`config.mk`:
```
export PLATFORM = sky130hd
export DESIGN_NAME = uart_rx_ip
export DESIGN_NICKNAME = d
export VERILOG_FILES = /design/src/rtl/uart_pkg.sv /design/src/rtl/uart_rx.sv /design/src/rtl/uart_rx_ip.sv
export SDC_FILE = /design/constraint.sdc
export NUM_CORES = 1
export LEC_CHECK = 0
export CAP_MARGIN = 40
export CORE_MARGIN = 2
export CORE_UTILIZATION = 48
export CTS_BUF_LIST = sky130_fd_sc_hd__clkbuf_16
export DETAILED_ROUTE_END_ITERATION = 10
export HOLD_SLACK_MARGIN = 0.12
export PLACE_DENSITY = 0.94
export SYNTH_ARGS = -nofsm -noshare
export SYNTH_HDL_FRONTEND = slang
export SYNTH_HIERARCHICAL = 1
export SYNTH_SLANG_ARGS = --single-unit
export TNS_END_PERCENT = 100
```
`constraint.sdc`:
```
create_clock -name clk -period 3.62 [get_ports clk]
set_input_delay 0.543 -clock clk [delete_from_list [all_inputs] [get_ports clk]]
set_output_delay 0.543 -clock clk [all_outputs]
set_load 0.01 [all_outputs]
```
`src/rtl/uart_pkg.sv`:
```
// uart_pkg: CSR offsets, STAT bit positions and receiver FSM encodings for uart_rx_ip
package uart_pkg;
    localparam logic [3:0] OFF_DATA = 4'h0;
    localparam logic [3:0] OFF_STAT = 4'h4;
    localparam logic [3:0] OFF_CTRL = 4'h8;
    localparam int ST_OVR = 1;
    localparam int ST_FE  = 2;
    localparam int ST_PE  = 3;
    localparam logic [2:0] S_IDLE   = 3'd0;
    localparam logic [2:0] S_START  = 3'd1;
    localparam logic [2:0] S_DATA   = 3'd2;
    localparam logic [2:0] S_PARITY = 3'd3;
    localparam logic [2:0] S_STOP   = 3'd4;
endpackage

```
`src/rtl/uart_rx.sv`:
```
// uart_rx: synchroniser, bit timing and frame FSM; 8N1, or 8E1 when UART_RX_PARITY_EN is defined
module uart_rx
    import uart_pkg::*;
#(
    parameter int CLKS_PER_BIT = 868
) (
    input  logic       clk,
    input  logic       rst,
    input  logic       rx_en,
    input  logic       rx,
    output logic [7:0] o_data,
    output logic       o_valid,
    output logic       o_frame_err,
    output logic       o_parity_err
);
    localparam int CW = $clog2(CLKS_PER_BIT);
`ifdef UART_RX_PARITY_EN
    localparam logic [2:0] S_AFTER = S_PARITY;
`else
    localparam logic [2:0] S_AFTER = S_STOP;
`endif
    // sync[1] is the synchronised line, sync[2] its previous value for edge detection
    logic [2:0]    sync;
    logic [2:0]    state;
    logic [CW-1:0] cnt;
    logic [2:0]    nbit;
    logic          perr;
    logic          rx_s, tick, tick_half;
    assign rx_s      = sync[1];
    assign tick      = cnt == CW'(CLKS_PER_BIT - 1);
    assign tick_half = cnt == CW'(CLKS_PER_BIT / 2 - 1);
    always_ff @(posedge clk) begin
        if (rst) begin
            sync         <= '1;
            state        <= S_IDLE;
            cnt          <= '0;
            nbit         <= '0;
            perr         <= 1'b0;
            o_data       <= '0;
            o_valid      <= 1'b0;
            o_frame_err  <= 1'b0;
            o_parity_err <= 1'b0;
        end else begin
            sync         <= {sync[1:0], rx};
            cnt          <= cnt + 1'b1;
            o_valid      <= 1'b0;
            o_frame_err  <= 1'b0;
            o_parity_err <= 1'b0;
            if (!rx_en) state <= S_IDLE;
            else case (state)
                S_IDLE: if (sync[2] && !rx_s) begin
                    state <= S_START;
                    cnt   <= '0;
                    perr  <= 1'b0;
                end
                S_START: if (tick_half) begin
                    state <= rx_s ? S_IDLE : S_DATA;
                    cnt   <= '0;
                    nbit  <= '0;
                end
                S_DATA: if (tick) begin
                    o_data <= {rx_s, o_data[7:1]};
                    nbit   <= nbit + 1'b1;
                    cnt    <= '0;
                    state  <= (nbit == 3'd7) ? S_AFTER : S_DATA;
                end
`ifdef UART_RX_PARITY_EN
                S_PARITY: if (tick) begin
                    perr  <= ^{o_data, rx_s};
                    cnt   <= '0;
                    state <= S_STOP;
                end
`endif
                S_STOP: if (tick) begin
                    o_valid      <= rx_s & ~perr;
                    o_frame_err  <= ~rx_s;
                    o_parity_err <= perr;
                    state        <= S_IDLE;
                end
                default: state <= S_IDLE;
            endcase
        end
    end
endmodule

```
`src/rtl/uart_rx_ip.sv`:
```
// uart_rx_ip: UART receiver peripheral with RX FIFO, sticky error flags and DATA/STAT/CTRL CSRs
// Parity (8E1) and STAT.parity_err are enabled by defining UART_RX_PARITY_EN.
module uart_rx_ip
    import uart_pkg::*;
#(
    parameter int ADDR_W       = 32,
    parameter int DATA_W       = 32,
    parameter int STRB_W       = DATA_W / 8,
    parameter int CLKS_PER_BIT = 868,
    parameter int FIFO_DEPTH   = 4
) (
    input  logic              clk,
    input  logic              rst,
    input  logic [ADDR_W-1:0] waddr,
    input  logic [DATA_W-1:0] wdata,
    input  logic              wen,
    input  logic [STRB_W-1:0] wstrb,
    output logic              wready,
    input  logic [ADDR_W-1:0] raddr,
    input  logic              ren,
    output logic [DATA_W-1:0] rdata,
    output logic              rvalid,
    input  logic              i_uart_rx
);
    localparam int AW = $clog2(FIFO_DEPTH);
    localparam int LW = AW + 1;
    logic [7:0]        mem [FIFO_DEPTH];
    logic [AW-1:0]     wp, rp;
    logic [LW-1:0]     level;
    logic              rx_en, ovr, fe, pe;
    logic [7:0]        rx_data;
    logic              rx_valid, rx_fe, rx_pe;
    logic              ne, full, pop, push, stat_wr, ctrl_wr;
    logic [DATA_W-1:0] rd_word;
    logic              unused;
    uart_rx #(.CLKS_PER_BIT(CLKS_PER_BIT)) u_rx (
        .clk         (clk),
        .rst         (rst),
        .rx_en       (rx_en),
        .rx          (i_uart_rx),
        .o_data      (rx_data),
        .o_valid     (rx_valid),
        .o_frame_err (rx_fe),
        .o_parity_err(rx_pe)
    );
    assign wready  = 1'b1;
    assign ne      = level != '0;
    assign full    = level == LW'(FIFO_DEPTH);
    assign pop     = ren && raddr[3:0] == OFF_DATA && ne;
    // a pop in the same cycle frees the slot the incoming byte needs
    assign push    = rx_valid && (!full || pop);
    assign stat_wr = wen && wstrb[0] && waddr[3:0] == OFF_STAT;
    assign ctrl_wr = wen && wstrb[0] && waddr[3:0] == OFF_CTRL;
    assign rd_word = raddr[3:0] == OFF_DATA ? (ne ? DATA_W'(mem[rp]) : '0) :
                     raddr[3:0] == OFF_STAT ? DATA_W'({4'(level), pe, fe, ovr, ne}) :
                     raddr[3:0] == OFF_CTRL ? DATA_W'(rx_en) : '0;
    assign unused  = ^{waddr, wdata, wstrb, raddr, rx_pe};
    always_ff @(posedge clk) begin
        if (push) mem[wp] <= rx_data;
    end
    always_ff @(posedge clk) begin
        if (rst) begin
            rdata  <= '0;
            rvalid <= 1'b0;
            wp     <= '0;
            rp     <= '0;
            level  <= '0;
            rx_en  <= 1'b1;
            ovr    <= 1'b0;
            fe     <= 1'b0;
            pe     <= 1'b0;
        end else begin
            rvalid <= ren;
            if (ren) rdata <= rd_word;
            if (push) wp <= wp + 1'b1;
            if (pop) rp <= rp + 1'b1;
            level <= level + LW'(push) - LW'(pop);
            ovr   <= (rx_valid && !push) | (ovr & ~(stat_wr & wdata[ST_OVR]));
            fe    <= rx_fe | (fe & ~(stat_wr & wdata[ST_FE]));
`ifdef UART_RX_PARITY_EN
            pe    <= rx_pe | (pe & ~(stat_wr & wdata[ST_PE]));
`else
            pe    <= 1'b0;
`endif
            if (ctrl_wr) rx_en <= wdata[0];
        end
    end
endmodule

```
==> results.yml <==
logic_synthesis:
  netlist_instances: 313
  syn_area_per_cell_um2: 11.8
  syn_area_mm2: 0.00370
  yosys_warnings: 6
pwr:
  sw_frac_of_total_pct: 22.3
  p_switching_mw: 0.419
  intPower_mw: 1.46
  seqPwrFrac_pct: 51.4
  powerDensity_mw_per_mm2: 446
  leakage_nw: 1.55
  vdd.ir_drop.worst_v: 0.000204
  clockPowerShare_pct: 44.8
  p_comb_share_pct: 3.7
critical_path:
  cp_cell_sequence: "clkdlybuf4s50_1, nor4_4, nand2_1, a31oi_2, inv_1, ha_1, inv_1, ha_1, inv_1, fa_1, xor2_1, xnor2_1, nor2_1"
  critPathArrivalTime_ps: 3200
  crit_top_cell: "inv_1"
  worstSetupStartpoint: "raddr[1]"
  r2r-end: "level[2]$_SDFF_PP0_"
  cp-end-kind: "flop"
  r2r_setup_slack_ps: 1170
  slowest_delay_ps: 480
  critPathKind: "input pin to flop"
  required_ps: 3820
  cp-start-kind: "input pin"
  crit_path_end: "level[2]$_SDFF_PP0_"
  reg2regPathDepth: 10
  cp_max_fo: 4
  crit_slowest_cell: "clkdlybuf4s50_1"
  r2r-start: "level[2]$_SDFF_PP0_"
grt:
  grt_max_degree: 51
  grt_pass1_vias: 2402
  grt_pass1_wl_mm: 11.7
  grt_overflow: 0
  antenna_found_initial: 0
  track_usage_pct: 18.2
cts:
  clk_latency_ps: 330
  path_clk_slew_ps: 60
  cts_setup_buffers: 0
  numCtsBuffers: 9
  cts.sinks: 82
  ctsResizeCount: 0
  cts-hold-fix-buffers: 0
  cts_tree: "yes"
  cts-root-buf: "clkbuf_16"
  clk_path_buf_depth: 2
  htree_num_levels: 3
sta:
  max_freq_mhz: 334
  skew_ps: 4.53
  tns_ps: 0
  post-route-period-util_pct: 82.7
  maxSlewHeadroom_pct: 56.9
  tightest_slew_ps: 646
  rsz0062_at_grt: "no"
  fin_crit_ps: 2990
  slew_violations: 0
  hold_viol_final: 0
  setup_viol: 0
placement:
  io_buffers: 25
  dp.cells: 429
  gp_congestion: 0.811
  hpwl_mm: 4.73
die:
  die_height_um: 91.8
  ios: 139
  initial_core_util_pct: 48.7
  die_x_um: 91.8
  fp-row-count: 32
  coreArea_mm2: 0.00761
  dieArea_mm2: 0.00843
final_layout:
  final_cells: 445
  area_growth_pct: 13.8
  n_antenna_cell: 0
  layout-drive-gt1-share_pct: 12.2
  final_nets: 454
routing:
  ant_nets: 0
  wl_per_cell_um: 16.0
  routed_via_density: 5.35
  drtIter0Drc: 130
  route.vias.total: 2381
  post-route-drc-count: 0
  firstDrtPassIters: 4
  routed_wl_mm: 7.12
job:
  cap_viol_max_count: 0
run_status:
  outcome: "finished, final reports clean"
min_path:
  hold_depth: 1
  hold_path.class: "flop to flop"
## worst min path at each step
stage	from	to	slack, ps
after floorplan	u_rx/sync[0]$_SDFF_PP1_	u_rx/sync[1]$_SDFF_PP1_	390
after CTS	u_rx/sync[0]$_SDFF_PP1_	u_rx/sync[1]$_SDFF_PP1_	430
after global placement	u_rx/sync[0]$_SDFF_PP1_	u_rx/sync[1]$_SDFF_PP1_	420
after global routing	u_rx/sync[0]$_SDFF_PP1_	u_rx/sync[1]$_SDFF_PP1_	430
after detailed placement	u_rx/sync[0]$_SDFF_PP1_	u_rx/sync[1]$_SDFF_PP1_	420
final	u_rx/sync[0]$_SDFF_PP1_	u_rx/sync[1]$_SDFF_PP1_	420
## sequential cells by signal, indices dropped and copies added (netlist names), named ones only
| signal | flops |
|---|---|
| mem | 32 |
| u_rx/o_data | 8 |
| u_rx/cnt | 10 |
| u_rx/state | 3 |
| rp | 2 |
| rvalid | 1 |
| rdata | 8 |
| u_rx/nbit | 3 |
| u_rx/o_frame_err | 1 |
| ovr | 1 |
| u_rx/sync | 3 |
| u_rx/o_valid | 1 |
| level | 3 |
| rx_en | 1 |
| fe | 1 |
| wp | 2 |
## power groups by stage
stage | clock, mW | sequential [mW] | combinational, mW
floorplan | 0 | 0.984 | 0.0598
global placement | 0 | 0.985 | 0.0673
detailed placement | 0 | 0.985 | 0.0699
CTS | 0.855 | 0.965 | 0.0700
global route | 0.888 | 0.966 | 0.0772
finish | 0.842 | 0.966 | 0.0704
## area by class of cell
class	count	area [um2]
fill	579	3390
sequential	82	1960
multi-input combinational	209	1540
timing repair buffer	29	280
clock buffer	9	225
tap	102	128
clock inverter	7	55.1
inverter	7	26.3
## placed cells by master (no fill, tap or decap), types with 10 or more instances in the layout
cell / count
conb_1: 25
dfxtp_1: 50
clkdlybuf4s50_1: 25
nor3_1: 13
mux2i_1: 12
nor2_1: 25
a21oi_1: 15
nor2b_1: 10
ha_1: 10
edfxtp_1: 32
nand2_1: 15
## critical path, delay by kind of cell
kind | cells | cell delay [ps]
AND/OR/NAND/NOR | 3 | 570
buffers and inverters | 4 | 680
adder cells (fa/ha/maj) | 3 | 830
XOR/XNOR | 2 | 320
AO/OA/AOI/OAI | 1 | 250
## through the flow
step	setup slack [ps]	instance area, um2	util (%)	hold WS, ps	total power, mW
floorplan	998	3790	-	389	1.04
global placement	476	3930	51.7	417	1.05
detailed placement	321	3930	51.7	416	1.06
finish	626	4210	55.4	418	1.88
CTS	635	4210	55.4	429	1.89
global route	421	4210	55.4	433	1.93
## per-layer routing
| layer | global-route usage (%) | wire length, um | vias to the layer above |
|---|---|---|---|
| met3 | 4.52 | 432 | 23 |
| met1 | 20.6 | 2920 | 1141 |
| li1 | - | - | 1114 |
| met5 | 0 | 0 | - |
| met4 | 12.3 | 250 | 0 |
| met2 | 30.4 | 3520 | 103 |
(Power assumes the default switching activity.)
